==> config.mk <==
export PLATFORM = sky130hd
export DESIGN_NAME = receiver
export DESIGN_NICKNAME = d
export VERILOG_FILES = /design/src/rtl/receiver.sv
export SDC_FILE = /design/constraint.sdc
export NUM_CORES = 1
export LEC_CHECK = 0
export CORE_ASPECT_RATIO = 0.8
export CORE_MARGIN = 4
export CORE_UTILIZATION = 40
export CTS_BUF_LIST = sky130_fd_sc_hd__clkbuf_2
export CTS_CLUSTER_DIAMETER = 60
export DETAILED_ROUTE_END_ITERATION = 10
export PLACE_DENSITY = 0.78
export SETUP_SLACK_MARGIN = 0.5
export SKIP_CTS_REPAIR_TIMING = 1
export SYNTH_ARGS = -nofsm -noshare
export SYNTH_HDL_FRONTEND = slang
export SYNTH_SLANG_ARGS = --single-unit
==> constraint.sdc <==
create_clock -name i_clk -period 2.2 [get_ports i_clk]
set_input_delay 0.33 -clock i_clk [delete_from_list [all_inputs] [get_ports i_clk]]
set_output_delay 0.33 -clock i_clk [all_outputs]
set_load 0.005 [all_outputs]
==> src/rtl/receiver.sv <==
// Framed-word receiver: hunts for 3'b101 sync, locks after SYNC_LOCK in-sequence words, drops after SYNC_LOSS bad ones.
// Optional even-parity check on bit 16 is compiled in with `define RX_PARITY_CHECK_EN.
module receiver #(
  parameter int SYNC_LOCK = 3,
  parameter int SYNC_LOSS = 4
) (
  input  logic        i_clk,
  input  logic        i_rst,
  input  logic        enable,
  input  logic [19:0] i_data,
  output logic [7:0]  o_payload,
  output logic        o_valid,
  output logic        o_locked,
  output logic        o_seq_err,
  output logic [15:0] o_err_cnt
);

  typedef enum logic [1:0] {
    HUNT   = 2'd0,
    CHECK  = 2'd1,
    LOCKED = 2'd2
  } state_e;

  localparam logic [2:0] SYNC_WORD = 3'b101;
  localparam logic [2:0] LOCK_N    = 3'(SYNC_LOCK);
  localparam logic [2:0] LOSS_N    = 3'(SYNC_LOSS);

  state_e      state_q;
  logic [7:0]  expected_q;
  logic [2:0]  good_cnt_q;
  logic [2:0]  bad_cnt_q;
  logic [7:0]  payload_q;
  logic        valid_q;
  logic        seq_err_q;
  logic [15:0] err_cnt_q;

  logic [7:0]  rx_seq;
  logic [7:0]  rx_payload;
  logic [7:0]  rx_seq_next;
  logic [7:0]  expected_d;
  logic [2:0]  good_cnt_d;
  logic [2:0]  bad_cnt_d;
  logic        sync_ok;
  logic        parity_ok;
  logic        framed;
  logic        good;
  logic        err_cnt_sat;

  assign rx_seq      = i_data[15:8];
  assign rx_payload  = i_data[7:0];
  assign rx_seq_next = rx_seq + 8'd1;
  assign expected_d  = expected_q + 8'd1;
  assign good_cnt_d  = good_cnt_q + 3'd1;
  assign bad_cnt_d   = bad_cnt_q + 3'd1;
  assign sync_ok     = (i_data[19:17] == SYNC_WORD);
  assign err_cnt_sat = &err_cnt_q;

`ifdef RX_PARITY_CHECK_EN
  // Even parity: bit 16 makes the XOR of bits [16:0] zero.
  assign parity_ok = ~(^i_data[16:0]);
`else
  logic unused_parity_bit;
  assign unused_parity_bit = i_data[16];
  assign parity_ok         = 1'b1;
`endif

  assign framed = sync_ok & parity_ok;
  assign good   = framed & (rx_seq == expected_q);

  // NOTE: every register in this block uses <= so all next values derive from pre-edge state.
  always_ff @(posedge i_clk) begin
    if (i_rst) begin
      state_q    <= HUNT;
      expected_q <= '0;
      good_cnt_q <= '0;
      bad_cnt_q  <= '0;
      payload_q  <= '0;
      valid_q    <= 1'b0;
      seq_err_q  <= 1'b0;
      err_cnt_q  <= '0;
    end else begin
      valid_q   <= 1'b0;
      seq_err_q <= 1'b0;
      if (enable) begin
        unique case (state_q)
          HUNT: begin
            if (framed) begin
              expected_q <= rx_seq_next;
              good_cnt_q <= 3'd1;
              bad_cnt_q  <= '0;
              if (LOCK_N == 3'd1) begin
                state_q   <= LOCKED;
                valid_q   <= 1'b1;
                payload_q <= rx_payload;
              end else begin
                state_q <= CHECK;
              end
            end
          end
          CHECK: begin
            if (good) begin
              expected_q <= expected_d;
              good_cnt_q <= good_cnt_d;
              if (good_cnt_d == LOCK_N) begin
                state_q   <= LOCKED;
                valid_q   <= 1'b1;
                payload_q <= rx_payload;
              end
            end else begin
              state_q    <= HUNT;
              good_cnt_q <= '0;
            end
          end
          LOCKED: begin
            if (good) begin
              valid_q    <= 1'b1;
              payload_q  <= rx_payload;
              bad_cnt_q  <= '0;
              expected_q <= expected_d;
            end else begin
              bad_cnt_q <= bad_cnt_d;
              if (!err_cnt_sat) begin
                err_cnt_q <= err_cnt_q + 16'd1;
              end
              // A framed word with the wrong number realigns the expected sequence.
              if (framed) begin
                seq_err_q  <= 1'b1;
                expected_q <= rx_seq_next;
              end
              if (bad_cnt_d == LOSS_N) begin
                state_q    <= HUNT;
                bad_cnt_q  <= '0;
                good_cnt_q <= '0;
              end
            end
          end
          default: state_q <= HUNT;
        endcase
      end
    end
  end

  assign o_payload = payload_q;
  assign o_valid   = valid_q;
  assign o_locked  = (state_q == LOCKED);
  assign o_seq_err = seq_err_q;
  assign o_err_cnt = err_cnt_q;

endmodule

# After elaboration in Yosys (flattened, before gate mapping)
# Index checks and enable logic that the tools add are counted.
[classes]
addsub = 5
n_mul = 0
div = 0
magnitude_cmp = 0
n_eq_ne = 13
shifts = 0
n_mux = 28
bitwise = 5
reduce_logical = 13
[ops]
columns = ["cell", "count"]
rows = [
  ["2-to-1 mux 8 bit", 6],
  ["one-hot mux 8 bit (3 select lines)", 1],
  ["2-to-1 mux 3 bit", 7],
  ["adder 16 x 1 -> 16 bit (second input constant)", 1],
  ["adder 8 x 1 -> 8 bit (second input constant)", 2],
  ["one-hot mux 8 bit (2 select lines)", 1],
  ["AND reduction 16 bit", 1],
  ["AND reduction 5 bit", 3],
  ["2-to-1 mux 2 bit", 5],
  ["one-hot mux 3 bit (3 select lines)", 1],
  ["== test 8 bit", 1],
  ["inequality test 2 bit (second input constant)", 4],
  ["adder 3 x 1 -> 3 bit (second input constant)", 2],
  ["== test 3 bit (second input constant)", 2],
  ["one-hot mux 2 bit (3 select lines)", 1],
  ["one-hot mux 3 bit (2 select lines)", 1],
  ["AND reduction 3 bit", 2],
  ["2-to-1 mux 1 bit", 4],
  ["inequality test 2 x 1 -> 1 bit (second input constant)", 2],
  ["inverter 1 bit", 4],
  ["AND reduction 4 bit", 1],
  ["nonzero test 2 bit", 2],
  ["OR reduction 4 bit", 1],
  ["== test 3 x 2 -> 1 bit (second input constant)", 1],
  ["other kinds (8)", 8],
]
[word_totals]
regBits = 42
latch_bits = 0
ram_bits = 0
rom_bits = 0
inputBits = 23
output_inout_bits = 27
elab_cells = 72
memories = 0

# Longest topological paths before layout
# Gate-level depths: netlist of run 1.
[depth]
ltp_word = 5
mapped_depth = 9
mapped_depth_nobuf = 8

# Worst setup path after synthesis of run 1
# Ideal clock, no wire load.
[synth_timing]
path_type = "flip-flop to flip-flop"
from = "reg bad_cnt_q[0]"
to = "reg good_cnt_q[2]"
setup_time_ns = 0.071
arrival_ns = 1.961
required_ns = 2.129
path_slack_ns = 0.168
stages_incl_launch_ff = 8
n_path_buf = 0
synth_period_minus_slack_ns = 2.032
cell_sequence = "dfxtp_1 > ha_1 > nand2b_1 > a21bo_1 > a31o_1 > a211o_1 > or4_1 > a21oi_1"
[synth_via]
elab_chain_len = 4
[synth_rtl]
columns = ["element", "line", "source"]
rows = [
  ["start: declaration", "31", "logic [2:0] bad_cnt_q;"],
  ["start signal: assignment", "121", "bad_cnt_q <= bad_cnt_d;"],
  ["adder 3 x 1 -> 3 bit", "54", "assign bad_cnt_d = bad_cnt_q + 3'd1;"],
  ["== test 3 bit", "130", "if (bad_cnt_d == LOSS_N) begin"],
  ["inequality test 2 x 1 -> 1 bit (no line)", "-", ""],
  ["AND reduction 5 bit (no line)", "-", ""],
  ["end signal: assignment", "103", "good_cnt_q <= good_cnt_d;"],
  ["end: declaration", "30", "logic [2:0] good_cnt_q;"],
]
# Every way passes these cells.
# A chain may end at the register's enable or synchronous reset.

# Worst setup path in the final report of run 1
# Same ends and word-level chain as after synthesis.

==> summary.md, run 1 <==
| Metric | Value |
|---|---|
| Status | `complete, no violations` |
| Clock group share of total power | `0.310` |
| Clk_skew | `0.02437 ns` |
| Root buf cell | `clkbuf_2` |
| Die width | `96.76 µm` |
| Internal | `0.001082 W` |
| Vias in the first global route | `2426` |
| Post-synth EDFFs | `0` |
| Cell Area, Synth | `0.002521 mm²` |
| CP arrival | `2.50 ns` |
| Maxcap violations | `0` |
| Insertion delay to the later sink of the worst-skew pair | `0.43 ns` |
| GR Util All Layers | `0.1774` |
| Detailed Route Iter0 Violations | `225` |
| Sw Share | `0.2755` |
| CTS tree | `done` |
| Avg WL per Cell | `15.40 µm` |
| Global-route wire length before repair | `11.28 mm` |
| Longest Clk Path Bufs | `2` |
| Post-DRT Antenna Nets | `0` |
| DRC | `0` |
| Vias | `2675` |
| Unrepaired setup endpoints after global routing | `yes` |
| Initial core utilization | `0.4198` |
| Fmax | `467.7 MHz` |
| Total clock sinks | `42` |
| Gpl congestion | `0.8732` |
| Net load switching power | `0.0004114 W` |
| Slew headroom | `0.6584` |
| Total CTS buffers | `5` |
| VDD IR max | `0.2981 mV` |
| Number of diodes | `0` |
| Clock Pin Slew Worst Setup and Hold Paths | `0.23 ns` |
| Gate power share | `0.172` |
| FF-to-FF Start | `bad_cnt_q[0]` |
| Setup CP Type | `reg -> reg` |
| Crit end category | `register` |
| Startpoint types | `register` |
| Placed cell count | `459` |
| Min-Delay Startpoint | `i_data[4]` |
| Synth Flop Type | `dfxtp_1` |
| PwrDens | `387.6 mW/mm²` |
| Seq/Total Area, Yosys | `0.3335` |
| Tmin final | `2.138 ns` |
| Setup-failing EPs final | `0` |
| Fin nets | `441` |
| FP Rows | `25` |
| Top Ports | `50` |
| Fin crit share | `0.9720` |
| Hold violation total from the final report | `0` |
| Die Y | `79.01 µm` |
| Number of port buffers | `48` |
| Post-synth net total | `344` |
| Mapped Cells | `310` |
| #FFs+latches synth | `42` |
| Largest net degree at the start of global routing | `26` |
| Worst-Margin Slew | `0.5108 ns` |
| Origin of the worst setup path | `bad_cnt_q[0]` |
| DIE AREA | `0.007645 mm²` |
| Vias/cell | `5.470` |
| Layout area overhead | `52.80%` |
| Post-Route WL | `7.530 mm` |
| Antenna violations before repair | `0` |
| Crit path max fanout | `5` |
| Yosys cell types | `53` |
| Seq pwr share | `0.518` |
| Fin. max-slew vios | `0` |
| # H-tree levels | `2` |
| Syn avg cell area | `8.133 µm²` |
| Share of layout cells above drive strength 1 | `0.3186` |
| Async S/R FF share, synth | `0` |
| Leak Pwr | `1.770 nW` |
| Grt total ovfl | `0` |
| Total power | `0.001493 W` |
| DRT Pass-1 Iters | `4` |
| Worst hold path type | `in -> reg` |
| DP HPWL | `5.171 mm` |
| Yosys warning count | `0` |
| Fin cells | `489` |
| Core area | `0.006006 mm²` |
| Worst Path Required | `2.56 ns` |
[cell type report]
class | instances | area (µm²)
repair buffers | 103 | 947.2
clock inverters | 2 | 37.54
multi-input cells | 243 | 1785
clock buffers | 6 | 30.03
fillers | 483 | 2153
well taps | 81 | 101.3
flip-flops and latches | 42 | 905.9
inverters | 12 | 45.04
[through the flow]
stage | hold WS (ns) | instance area, µm² | setup slack, ns | util | setup TNS [ns]
2_1_floorplan | 0.4450 | 2576 | 0.2658 | - | 0
3_3_place_gp | 0.4612 | 3341 | -0.1878 | 0.5563 | -3.110
3_5_place_dp | 0.4733 | 3341 | -0.2424 | 0.5563 | -4.206
4_1_cts | 0.4734 | 3408 | -0.1355 | 0.5675 | -0.1355
5_1_grt | 0.4736 | 3852 | -0.008867 | 0.6415 | -0.009224
6_report | 0.4781 | 3852 | 0.06165 | 0.6415 | 0
[power groups by stage]
stage / clock (W) / combinational (W) / sequential, W
2_1_floorplan: 0 / 0.000117 / 0.000799
3_3_place_gp: 0 / 0.000223 / 0.000799
3_5_place_dp: 0 / 0.000229 / 0.000800
4_1_cts: 0.000470 / 0.000230 / 0.000785
5_1_grt: 0.000500 / 0.000278 / 0.000776
6_report: 0.000463 / 0.000257 / 0.000774
[cell usage after synthesis, drive strengths merged (3+ instances only)]
| cell type | number | share of area |
|---|---|---|
| buf | 3 | 0.0079 |
| nand4b | 3 | 0.010 |
| nor2 | 45 | 0.067 |
| clkbuf | 10 | 0.015 |
| nor3 | 6 | 0.014 |
| inv | 12 | 0.018 |
| and3 | 3 | 0.0074 |
| nand2b | 4 | 0.0099 |
| xnor2 | 6 | 0.021 |
| a21oi | 13 | 0.026 |
| nand2 | 26 | 0.039 |
| a31oi | 3 | 0.0074 |
| ha | 11 | 0.055 |
| or3 | 3 | 0.0094 |
| nor4 | 3 | 0.0074 |
| o21ai | 10 | 0.020 |
| mux2i | 13 | 0.052 |
| a211oi | 4 | 0.012 |
| xor2 | 21 | 0.073 |
| o32ai | 4 | 0.014 |
| nand3 | 19 | 0.040 |
| dfxtp | 42 | 0.33 |
| and4 | 6 | 0.022 |
| and2 | 3 | 0.0074 |
| nand4 | 8 | 0.020 |
[placed cells by master (no fill, tap or decap), types with 5 or more instances in the layout]
cell type,instances
dfxtp_2,16
xor2_1,20
and4_1,5
ha_1,8
nand2_1,23
dlymetal6s2s_1,14
nor2_1,41
inv_1,11
nand3_1,13
dfxtp_1,14
buf_6,5
nand3_2,5
clkbuf_2,6
a21oi_1,10
nand4_1,8
dfxtp_4,12
mux2i_1,13
clkdlybuf4s50_1,34
buf_4,50
o21ai_0,6
[cell families after synthesis]
family | count (synthesis) | synth area share
adder cells (fa/ha/maj) | 11 | 0.05459
flip-flops | 42 | 0.3335
AO/OA/AOI/OAI | 53 | 0.1429
XOR/XNOR | 27 | 0.09380
AND/OR/NAND/NOR | 139 | 0.2829
buffers and inverters | 25 | 0.04069
multiplexers | 13 | 0.05161
[worst paths after layout]
check	to	slack, ns	cells past startpoint
max	good_cnt_q[2]	0.06	7
min	o_payload[4]	0.48	3
max reg2reg	good_cnt_q[2]	0.06	7
min reg2reg	good_cnt_q[1]	0.51	2
[routing by layer]
metal  vias up  global-route usage  wire, µm
met5         -                   0         0
li1       1305                   -         -
met4         0             0.05610       127
met1      1258              0.2363      3202
met2        99              0.2913      3664
met3        13             0.03424       536
[registers in the layout, indices dropped and copies added, names as in the netlist]
register / count
expected_q: 8
o_valid: 1
o_payload: 8
good_cnt_q: 3
o_err_cnt: 16
bad_cnt_q: 3
state_q: 2
o_seq_err: 1
[worst max-delay path: stages, from the launching register on]
cell	delay (ns)
dfxtp_4	0.41
ha_4	0.15
nand2b_4	0.13
a21bo_1	0.19
a31o_1	0.21
a211o_1	0.34
or4_4	0.51
a21oi_2	0.12
Note: power is estimated with default switching activity, not from simulation.
==> run 2: changes to the inputs <==
--- a/config.mk
+++ b/config.mk
@@ -7,11 +7,11 @@
 export LEC_CHECK = 0
 export CORE_ASPECT_RATIO = 0.8
 export CORE_MARGIN = 4
-export CORE_UTILIZATION = 40
+export CORE_UTILIZATION = 44
 export CTS_BUF_LIST = sky130_fd_sc_hd__clkbuf_2
-export CTS_CLUSTER_DIAMETER = 60
+export CTS_CLUSTER_DIAMETER = 100
 export DETAILED_ROUTE_END_ITERATION = 10
-export PLACE_DENSITY = 0.78
+export PLACE_DENSITY = 0.84
 export SETUP_SLACK_MARGIN = 0.5
 export SKIP_CTS_REPAIR_TIMING = 1
 export SYNTH_ARGS = -nofsm -noshare
==> summary.md, run 2 (same netlist as run 1, synthesis figures left out) <==
| Metric | Value |
|---|---|
| Tmin final | `2.110 ns (-0.02852 ns)` |
| Placed cell count | `451 (-1.7%)` |
| Largest net degree at the start of global routing | `30 (+15%)` |
| Vias/cell | `5.935 (+8.5%)` |
| Worst Path Required | `2.54 ns (-0.02 ns)` |
| Fill cells | `361 (-25%)` |
| Fin crit share | `0.9590 (-0.01296)` |
| Total clock sinks | `42 (unchanged)` |
| Root buf cell | `clkbuf_2` |
| Final WS setup | `0.09017 ns (+0.02852 ns)` |
| Insertion delay to the later sink of the worst-skew pair | `0.41 ns (-0.02 ns)` |
| Die width | `92.63 µm (-4.3%)` |
| CTS tree | `done` |
| Most frequent cells in the layout | `clkdlybuf4s50_1 (41), nor2_1 (39), buf_4 (37)` |
| Layout area overhead | `51.17%` |
| Gate power share | `0.197 (+0.025)` |
| Unrepaired setup endpoints after global routing | `yes` |
| FF+latch area | `905.9 µm² (unchanged)` |
| Setup-failing EPs final | `0 (unchanged)` |
| Post-DRT Antenna Nets | `0 (unchanged)` |
| Fin cells | `475 (-2.9%)` |
| FP Rows | `24 (-4.0%)` |
| CP arrival | `2.45 ns (-0.05 ns)` |
| Hold violation total from the final report | `0 (unchanged)` |
| Total CTS buffers | `5 (unchanged)` |
| Max FFs per register | `16 (unchanged)` |
| Core area | `0.005495 mm² (-8.5%)` |
| GR Util All Layers | `0.1769 (-0.0004851)` |
| Seq pwr share | `0.567 (+0.049)` |
| Number of port buffers | `48 (unchanged)` |
| Clk_skew | `0.03003 ns (+0.005666 ns)` |
| Leak Pwr | `1.580 nW (-11%)` |
| Pre-CTS WS | `-0.1770 ns (+0.06542 ns)` |
| Startpoint types | `register` |
| Top Ports | `50 (unchanged)` |
| Detailed Route Iter0 Violations | `373 (+66%)` |
| Internal | `0.0009591 W (-11%)` |
| Longest Clk Path Bufs | `2 (unchanged)` |
| Fin nets | `431 (-2.3%)` |
| Area used by multi-input combinational logic | `0.001868 mm² (+4.6%)` |
| Vias | `2819 (+5.4%)` |
| Crit path max fanout | `4 (-1)` |
| Gpl congestion | `0.8703 (-0.33%)` |
| Antenna violations before repair | `0 (unchanged)` |
| DP HPWL | `4.891 mm (-5.4%)` |
| Worst-Margin Slew | `0.4728 ns (-0.03800 ns)` |
| Post-Route WL | `8.172 mm (+8.5%)` |
| Setup CP Type | `reg -> reg` |
| Number of diodes | `0 (unchanged)` |
| Share of layout cells above drive strength 1 | `0.3174 (-0.001247)` |
| Setup TNS | `0 ns (unchanged)` |
| Fmax | `474.0 MHz (+1.4%)` |
| PwrDens | `360.5 mW/mm² (-7.0%)` |
| Net load switching power | `0.0004147 W (+0.79%)` |
| Vias in the first global route | `2266 (-6.6%)` |
| Initial core utilization | `0.4588 (+0.03900)` |
| Fin. max-slew vios | `0 (unchanged)` |
| Grt total ovfl | `0 (unchanged)` |
| Sw Share | `0.3018 (+0.02631)` |
| Global-route wire length before repair | `10.05 mm (-11%)` |
| # H-tree levels | `2 (unchanged)` |
| Crit end category | `register` |
| VDD IR max | `0.3018 mV (+1.2%)` |
| Die Y | `75.71 µm (-4.2%)` |
| Maxcap violations | `0 (unchanged)` |
| DRT Pass-1 Iters | `7 (+3)` |
| DRC | `0 (unchanged)` |
| Clock Pin Slew Worst Setup and Hold Paths | `0.23 ns (about the same)` |
| Status | `complete, no violations` |
| Worst hold path type | `reg -> reg` |
| Commonest non-fill, non-tap cell in the layout | `clkdlybuf4s50_1` |
| Avg WL per Cell | `17.20 µm (+12%)` |
| Clock group share of total power | `0.235 (-0.075)` |
| Slew headroom | `0.6815 (+0.02307)` |
| DIE AREA | `0.007013 mm² (-8.3%)` |
run 2: cell count changes in the layout (fill, tap and decap cells not counted), moves of 2 or more:
cell / before / now
a21oi_1: 10 / 12
and4_1: 5 / 3
buf_4: 50 / 37
buf_6: 5 / 7
clkdlybuf4s50_1: 34 / 41
clkinv_2: 0 / 2
dlymetal6s2s_1: 14 / 7
nor2_1: 41 / 39
nor2_4: 1 / 3
xor2_1: 20 / 18
run 2: path summary, 6_finish.rpt:
check	from	slack (ns)	endpoint	cells past startpoint
setup / recovery	bad_cnt_q[0]	0.09	good_cnt_q[2]	7
hold / removal	good_cnt_q[1]	0.50	good_cnt_q[1]	2
setup reg to reg	bad_cnt_q[0]	0.09	good_cnt_q[2]	7
hold reg to reg	good_cnt_q[1]	0.50	good_cnt_q[1]	2
run 2: power by group through the flow:
stage          sequential (W)  clock (W)  combinational (W)
3_5_place_dp         0.000803          0           0.000217
6_report             0.000780   0.000323           0.000271
3_3_place_gp         0.000802          0           0.000212
2_1_floorplan        0.000799          0           0.000117
5_1_grt              0.000781   0.000355           0.000287
4_1_cts              0.000788   0.000324           0.000218
run 2: final cells by class:
cell class	instances	area share
clock buffers	5	0.006566
clock inverters	2	0.002626
inverters	12	0.01182
multi-input cells	243	0.4901
flip-flops and latches	42	0.2377
well taps	78	0.02561
repair buffers	93	0.2255
run 2: routing by layer:
| layer | vias up | share of wire | GRT usage |
|---|---|---|---|
| met5 | - | 0 | 0 |
| met4 | 0 | 0.042 | 0.04553 |
| met3 | 52 | 0.089 | 0.03258 |
| met2 | 204 | 0.46 | 0.2982 |
| met1 | 1282 | 0.41 | 0.2385 |
| li1 | 1281 | - | - |
run 2: metrics by stage:
step	area [µm²]	utilization	hold slack (ns)	power, W
2_1_floorplan	2576	-	0.4450	0.0009166
3_3_place_gp	3299	0.6004	0.4598	0.001014
3_5_place_dp	3299	0.6004	0.4769	0.001020
4_1_cts	3334	0.6068	0.5004	0.001330
5_1_grt	3811	0.6935	0.5000	0.001423
6_report	3811	0.6935	0.4975	0.001374
run 2: critical path: stages, from the launching register on:
cell and delay (ns):
dfxtp_4 0.42, ha_4 0.16, nand2b_4 0.13, a21bo_1 0.20, a31o_1 0.23, a211o_1 0.31, or4_1 0.47, a21oi_1 0.12
